## src/rtl/fifo_wr_arbiter.sv

```systemverilog
// Round-robin, burst-locking write arbiter feeding a single fifo write port.
// Optional per-lane beat and stall counters are enabled with FIFO_WR_ARB_PERF_EN.
module fifo_wr_arbiter #(
  parameter int unsigned NUM_REQ    = 4,
  parameter int unsigned DATA_WIDTH = 8,
  parameter int unsigned MAX_BURST  = 4,
  localparam int unsigned OW        = (NUM_REQ > 1) ? $clog2(NUM_REQ) : 1,
  localparam int unsigned BW        = $clog2(MAX_BURST + 1)
) (
  input  logic                          clock,
  input  logic                          reset,
  input  logic [NUM_REQ-1:0]            req,
  input  logic [NUM_REQ*DATA_WIDTH-1:0] req_data,
  input  logic [NUM_REQ-1:0]            req_last,
  output logic [NUM_REQ-1:0]            gnt,
  input  logic                          fifo_full,
  output logic                          fifo_write_enable,
  output logic [DATA_WIDTH-1:0]         fifo_data_in,
  output logic                          busy,
  output logic [OW-1:0]                 owner_id,
  output logic [NUM_REQ*32-1:0]         perf_beats,
  output logic [31:0]                   perf_stall
);

  typedef enum logic {
    IDLE  = 1'b0,
    BURST = 1'b1
  } state_t;

  state_t          state;
  state_t          state_nxt;
  logic [OW-1:0]   last_owner;
  logic [OW-1:0]   last_nxt;
  logic [OW-1:0]   owner_nxt;
  logic [BW-1:0]   beat_cnt;
  logic [BW-1:0]   beat_nxt;
  logic [OW-1:0]   pick;
  logic            sel_req;
  logic            sel_last;
  logic [DATA_WIDTH-1:0] sel_data;

  assign sel_req  = req[owner_id];
  assign sel_last = req_last[owner_id];
  assign sel_data = req_data[32'(owner_id)*DATA_WIDTH +: DATA_WIDTH];
  assign busy     = (state == BURST);

  // First requesting lane after last_owner, wrapping; lane just served is searched last.
  always_comb begin
    pick = last_owner;
    for (int unsigned k = NUM_REQ; k >= 1; k--) begin
      int unsigned idx;
      idx = (32'(last_owner) + k) % NUM_REQ;
      if (req[OW'(idx)]) pick = OW'(idx);
    end
  end

  always_ff @(posedge clock) begin
    if (!reset) begin
      state      <= IDLE;
      last_owner <= OW'(NUM_REQ - 1);
      beat_cnt   <= '0;
      owner_id   <= '0;
    end else begin
      state      <= state_nxt;
      last_owner <= last_nxt;
      beat_cnt   <= beat_nxt;
      owner_id   <= owner_nxt;
    end
  end

  // Next-state and combinational accept path; outputs are held at zero during reset.
  always_comb begin
    state_nxt         = state;
    last_nxt          = last_owner;
    owner_nxt         = owner_id;
    beat_nxt          = beat_cnt;
    gnt               = '0;
    fifo_write_enable = 1'b0;
    fifo_data_in      = '0;
    if (reset) fifo_data_in = sel_data;
    case (state)
      IDLE: begin
        if (|req) begin
          state_nxt = BURST;
          owner_nxt = pick;
          beat_nxt  = '0;
        end
      end
      BURST: begin
        if (!sel_req) begin
          state_nxt = IDLE;
          last_nxt  = owner_id;
        end else if (!fifo_full) begin
          if (reset) begin
            gnt[owner_id]     = 1'b1;
            fifo_write_enable = 1'b1;
          end
          beat_nxt = beat_cnt + BW'(1);
          if (sel_last || (beat_cnt == BW'(MAX_BURST - 1))) begin
            state_nxt = IDLE;
            last_nxt  = owner_id;
          end
        end
      end
      default: state_nxt = IDLE;
    endcase
  end

`ifdef FIFO_WR_ARB_PERF_EN
  logic [31:0] beats_q [NUM_REQ];
  logic [31:0] stall_q;

  // Per-lane accepted-beat counters and backpressure stall counter, free-running with wrap.
  always_ff @(posedge clock) begin
    if (!reset) begin
      for (int unsigned i = 0; i < NUM_REQ; i++) beats_q[i] <= '0;
      stall_q <= '0;
    end else begin
      for (int unsigned i = 0; i < NUM_REQ; i++) begin
        if (gnt[i]) beats_q[i] <= beats_q[i] + 32'd1;
      end
      if ((state == BURST) && sel_req && fifo_full) stall_q <= stall_q + 32'd1;
    end
  end

  for (genvar g = 0; g < NUM_REQ; g++) begin : g_perf
    assign perf_beats[g*32 +: 32] = beats_q[g];
  end
  assign perf_stall = stall_q;
`else
  assign perf_beats = '0;
  assign perf_stall = '0;
`endif

endmodule

```

## config.mk

```make
export PLATFORM = sky130hd
export DESIGN_NAME = fifo_wr_arbiter
export DESIGN_NICKNAME = d
export VERILOG_FILES = /design/src/rtl/fifo_wr_arbiter.sv
export SDC_FILE = /design/constraint.sdc
export NUM_CORES = 1
export LEC_CHECK = 0
export ABC_AREA = 1
export CORE_ASPECT_RATIO = 0.7
export CORE_MARGIN = 3
export CORE_UTILIZATION = 29
export CTS_CLUSTER_DIAMETER = 50
export DETAILED_ROUTE_END_ITERATION = 6
export GPL_ROUTABILITY_DRIVEN = 1
export PLACE_DENSITY = 0.79
export SYNTH_ARGS = -nofsm -noshare
export SYNTH_HDL_FRONTEND = slang
export SYNTH_SLANG_ARGS = --single-unit
```

## constraint.sdc

```tcl
create_clock -name clock -period 1.43 [get_ports clock]
set_input_delay 0.2145 -clock clock [delete_from_list [all_inputs] [get_ports clock]]
set_output_delay 0.2145 -clock clock [all_outputs]
set_load 0.01 [all_outputs]
```

==> impl_metrics.toml, run 1 <==
[route]
routed_wl_um = 5380
vias = 1697
detail_route.wl_per_cell_um = 11.0
routed.top_layer = "met4"
via_per_inst = 3.48
m1WireLength_um = 2140
drtPass1Iterations = 4
postRouteAntennaNets = 0
wl_met3_um = 377
drt_iter0_drc = 39
drc_errors = 0
dr_wl_met2_um = 2850

[cts]
cts_tree = "done"
clkLatencyLatePin_ns = 0.23
clockBufferDepth = 2
root_buffer = "clkbuf_8"
cts_sinks = 8
cts.clk_slew.worst_paths_ns = 0.05
cts-buffers-inserted = 3
h-tree-depth = 1

[critical_path]
crit_fanout = 4
cpMaxStageDelayCell = "dfxtp_4"
r2r_cells = 11
crit_type = "flop to primary output"
critPathArrivalTime_ns = 1.52
crit_required_ns = 1.22
crit_chain = "inv_4 > nor2_4 > a22oi_2 > nand2_2 > nand3_4 > buf_6 > nor3b_2 > buf_2"
endpoint_kind = "primary output"
cp_slowest_stage_delay_ns = 0.39
cp-start-kind = "flop"

[synth]
seq_area_frac_synth_pct = 7.79
syn_area_per_cell_um2 = 6.81
synth.cell_area_mm2 = 0.00206
syn_inst = 302
ys_ff_latch = 8
yosysWarnings = 0
synth_cell_types = 28

[status]
status = "finished, violations left"
violations = "negative setup slack"

[floorplanning]
num_rows = 25
die_y_um = 76.4
ios = 219
coreArea_mm2 = 0.00682
die-area_mm2 = 0.00815
start_util_pct = 30.1
die_w_um = 107

[placed_design]
dp_slack_ns = -0.762
port_buffers = 58
gp_congestion = 0.809
hpwl_um = 4370
place_area_mm2 = 0.00229

[timing]
rsz0062_at_grt = "yes"
finalMaxSlewViolations = 0
fmax_mhz = 577
fin_crit_ns = 1.73
fin_setup_tns_ns = -2.89
hold_viol = 0
finalSetupViolCount = 16
whs_ns = 0.473
period_share_pct = 121
setup_ws_ns = -0.302
clock_skew_ns = 0.00308

[run]
cap_viol_max_count = 0

[layout]
final_area_mm2 = 0.00256
antennaDiodeCount = 0
layout.nets = 440
fillerInstances = 734
layout-drive-gt1-share_pct = 24.9
syn2layout_area_growth_pct = 24.5

[power]
p_leak_nw = 1.40
vdd_ir_drop_max_v = 0.000341
power_switching_mw = 1.28
p_clk_share_pct = 10.6
pwr_density_cell_mw_per_mm2 = 1030
p_comb_share_pct = 74.2
pwr-share-seq_pct = 15.2
p_int_mw = 1.35
p_total_mw = 2.63
netSwitchingFraction_pct = 48.7

[global_route]
grt_remaining_overflow = 0
grt_pass1_vias = 1426
grt_max_degree = 11
track_usage_pct = 11.6
antenna_found_initial = 0
grt_pass1_wl_um = 7570

[min_path]
hold_depth = 2
min_path_type = "flop to flop"
## through the flow
step / cells / utilization [%]
detailed placement: 470 / 33.5
floorplan: 461 / -
finish: 487 / 37.5
CTS: 485 / 36.7
global route: 487 / 37.5
global placement: 470 / 33.5
## registers in the layout, summed over array words and instances, names as in the netlist
name        count
beat_cnt        3
last_owner      2
owner_id        2
busy            1
## kinds of logic (layout without fill, tap and decap cells)
| family | count (synthesis) | count (layout) | synth area share, % |
|---|---|---|---|
| buffers and inverters | 183 | 115 | 63.3 |
| other | 1 | 160 | 0.182 |
| AND/OR/NAND/NOR | 79 | 79 | 18.3 |
| flip-flops | 8 | 8 | 7.79 |
| adder cells (fa/ha/maj) | 2 | 2 | 1.22 |
| AO/OA/AOI/OAI | 29 | 29 | 9.19 |
## cell usage in the layout, fill, tap and decap left out, types with 7 or more instances in the layout
cell             count
a22oi_2              8
a31oi_1              7
buf_2               13
buf_4               25
buf_6                9
clkdlybuf4s50_1     40
conb_1             160
inv_1               12
nand2_1             41
nand2_2              8
nand3_1              8
## final timing paths
kind | to | startpoint | slack (ns)
setup / recovery | gnt[0] | owner_id[0] | -0.30
hold / removal | beat_cnt[1] | beat_cnt[1] | 0.47
setup reg to reg | last_owner[0] | owner_id[0] | -0.07
hold reg to reg | beat_cnt[1] | beat_cnt[1] | 0.47
## power by group through the flow
stage | Clock [mW] | Sequential (mW) | Combinational [mW]
floorplan | 0 | 0.348 | 1.26
global placement | 0 | 0.346 | 1.58
detailed placement | 0 | 0.348 | 1.60
CTS | 0.287 | 0.391 | 1.85
global route | 0.311 | 0.410 | 2.12
finish | 0.280 | 0.399 | 1.96
## routing by layer
layer	up-vias	global-route usage, %
met1	793	14.8
met5	-	0
li1	822	-
met3	2	2.03
met2	80	21.2
met4	0	0.766
## worst max-delay path, delay by kind of cell (launching register included)
kind | cells | cell delay [ns]
AND/OR/NAND/NOR | 4 | 0.47
AO/OA/AOI/OAI | 1 | 0.08
flip-flops | 1 | 0.39
buffers and inverters | 3 | 0.34
## synthesized netlist by cell type
| master | number | area [um2] |
|---|---|---|
| o21ai_0 | 4 | 20.0 |
| ha_1 | 2 | 25.0 |
| buf_4 | 161 | 1210 |
| buf_2 | 2 | 10.0 |
| or2_4 | 1 | 8.76 |
| clkinv_1 | 1 | 3.75 |
| conb_1 | 1 | 3.75 |
| nor3_1 | 2 | 10.0 |
| nand3_2 | 1 | 10.0 |
| dfxtp_1 | 8 | 160 |
| nor2_4 | 1 | 11.3 |
| clkbuf_1 | 1 | 3.75 |
| a21oi_1 | 5 | 25.0 |
| nand2_1 | 45 | 169 |
| nand4_1 | 4 | 25.0 |
| nand3_4 | 1 | 17.5 |
| nor3b_2 | 1 | 12.5 |
| nor2_1 | 9 | 33.8 |
| o21ai_2 | 1 | 8.76 |
| a31oi_1 | 8 | 50.1 |
| a21oi_2 | 2 | 17.5 |
| a22oi_1 | 9 | 67.6 |
| nand3_1 | 8 | 40.0 |
| nor3b_1 | 1 | 7.51 |
| inv_2 | 2 | 7.51 |
| inv_1 | 15 | 56.3 |
| buf_6 | 1 | 11.3 |
| nand2_2 | 5 | 31.3 |
## what timing repair did
item / 4_1_cts / 5_1_grt
setup endpoints to repair: 22 / 21
buffers inserted: 10 / 3
gates cloned: 2 / 0
hold buffers: 0 / 0
pin swaps: 7 / 10
resized for setup: 101 / 12
## layout make-up
| class | instances | area, um2 | area share (%) |
|---|---|---|---|
| timing repair inverter | 1 | 11.3 | 0.440 |
| sequential | 8 | 169 | 6.60 |
| multi-input combinational | 270 | 1330 | 51.9 |
| clock buffer | 3 | 41.3 | 1.61 |
| inverter | 18 | 75.1 | 2.93 |
| timing repair buffer | 93 | 818 | 32.0 |
| tap | 94 | 118 | 4.59 |
Power figures use the tool's default switching activity.
==> inputs of run 2 (changes only) <==
Settings changed: CORE_MARGIN 3 to 2.
==> run 2 against run 1 <==
Clock skew barely moved; critical path depth stayed put; largest power group unchanged; critical path type unchanged; cell count shrank 1.0%; the flow still finishes with violations (negative setup slack).
==> impl_metrics.toml, run 2 (synthesis gave the netlist of run 1 again) <==
[run]
cap_viol_max_count = 0

[layout]
final_cell_mix = "160 x conb_1, 40 x nand2_1, 39 x clkdlybuf4s50_1"
largest_register = "beat_cnt"
largest_reg_flops = 3
top_regs = "beat_cnt: 3 flops, last_owner: 2 flops, owner_id: 2 flops"
layout_commonest_cell = "conb_1"
layout-drive-gt1-share_pct = 22.7
antennaDiodeCount = 0
syn2layout_area_growth_pct = 20.1
layout.nets = 435
stdcell_count = 482

[critical_path]
cp_slowest_stage_delay_ns = 0.40
cp_num_buf_inv = 2
endpoint_kind = "primary output"
crit_required_ns = 1.22
critPathArrivalTime_ns = 1.47
cp-start-kind = "flop"
crit_type = "flop to primary output"
cpMaxStageDelayCell = "dfxtp_4"
crit_chain = "nand2_4 > nor2_4 > a21oi_2 > nand2_2 > nand3_4 > buf_6 > nor3b_2 > buf_2"
crit_fanout = 5
path_delay_family = "simple AND/OR/NAND/NOR gates"

[timing]
period_share_pct = 118
fmax_mhz = 595
fin_crit_ns = 1.68
setup_ws_ns = -0.251
rsz0062_at_grt = "yes"
fin_setup_tns_ns = -2.74
finalMaxSlewViolations = 0
hold_viol = 0
finalSetupViolCount = 19
clock_skew_ns = 0.00324

[power]
power_switching_mw = 1.21
vdd_ir_drop_max_v = 0.000264
p_comb_share_pct = 72.6
netSwitchingFraction_pct = 49.2
p_int_mw = 1.25
p_leak_nw = 1.38
pwr_density_cell_mw_per_mm2 = 1000
pwr-share-seq_pct = 16.3
p_clk_share_pct = 11.0

[floorplanning]
die_w_um = 105
coreArea_mm2 = 0.00682
ios = 219
num_rows = 25
die-area_mm2 = 0.00779
die_y_um = 74.4
start_util_pct = 30.1

[route]
routed_wl_um = 5000
vias = 1634
drc_errors = 0
drtPass1Iterations = 4
via_per_inst = 3.39
detail_route.wl_per_cell_um = 10.4
drt_iter0_drc = 53
postRouteAntennaNets = 0

[global_route]
grt_pass1_vias = 1215
grt_remaining_overflow = 0
grt_pass1_wl_um = 6330
antenna_found_initial = 0
track_usage_pct = 10.4
grt_max_degree = 11

[status]
status = "finished, violations left"
violations = "negative setup slack"

[cts]
cts-buffers-inserted = 3
clockBufferDepth = 2
root_buffer = "clkbuf_8"
cts_tree = "done"
h-tree-depth = 1
clkLatencyLatePin_ns = 0.23
cts.clk_slew.worst_paths_ns = 0.04
cts_sinks = 8

[placed_design]
dp_slack_ns = -0.746
placed_cells = 470
hpwl_um = 4330
port_buffers = 58
gp_congestion = 0.826

[min_path]
min_path_type = "flop to flop"
-- run 2: final cells by class --
| class | instances | area (um2) |
|---|---|---|
| fill | 738 | 4350 |
| multi-input combinational | 270 | 1280 |
| timing repair buffer | 89 | 785 |
| sequential | 8 | 171 |
| tap | 94 | 118 |
| inverter | 18 | 70.1 |
| clock buffer | 3 | 41.3 |
-- run 2: what timing repair did --
item | in CTS | in global routing
endpoints found under the setup margin | 21 | 21
buffers inserted | 8 | 1
gates resized for setup | 86 | 17
hold buffers | 0 | 0
pin swaps | 8 | 7
-- run 2: worst paths after layout --
path	from	end	slack [ns]	cells past startpoint
max	owner_id[1]	gnt[0]	-0.25	8
min	beat_cnt[2]	beat_cnt[2]	0.47	2
max reg2reg	owner_id[1]	last_owner[1]	-0.14	9
min reg2reg	beat_cnt[2]	beat_cnt[2]	0.47	2
-- run 2: worst min-delay path, stage by stage, from the launching register on --
cell,delay [ns]
dfxtp_1,0.30
nand4_1,0.08
nand2_1,0.04
-- run 2: per-stage QoR --
stage	cell area [um2]	total power [mW]	util (%)	hold WS, ns
2_1_floorplan	2660	1.60	-	0.449
3_3_place_gp	2290	1.93	33.5	0.460
3_5_place_dp	2290	1.98	33.5	0.471
4_1_cts	2420	2.40	35.4	0.475
5_1_grt	2470	2.68	36.2	0.482
6_report	2470	2.47	36.2	0.469
-- run 2: metal layers --
layer	routed length, um	GRT usage (%)	vias to the layer above
li1	-	-	815
met1	1990	14.0	730
met2	2640	17.2	83
met3	302	1.67	6
met4	73	3.85	0
met5	0	0	-
-- run 2: power groups by stage --
| stage | Combinational [mW] | Sequential, mW | Clock [mW] |
|---|---|---|---|
| 2_1_floorplan | 1.26 | 0.348 | 0 |
| 3_3_place_gp | 1.59 | 0.347 | 0 |
| 3_5_place_dp | 1.63 | 0.350 | 0 |
| 5_1_grt | 1.96 | 0.415 | 0.302 |
| 6_report | 1.79 | 0.403 | 0.273 |
| 4_1_cts | 1.72 | 0.394 | 0.284 |
==> inputs of run 3 (changes only) <==
Settings changed: HOLD_SLACK_MARGIN set to 0.08.
==> results of run 3 <==
No change in the layout: final DEF, timing and power equal those of run 2.
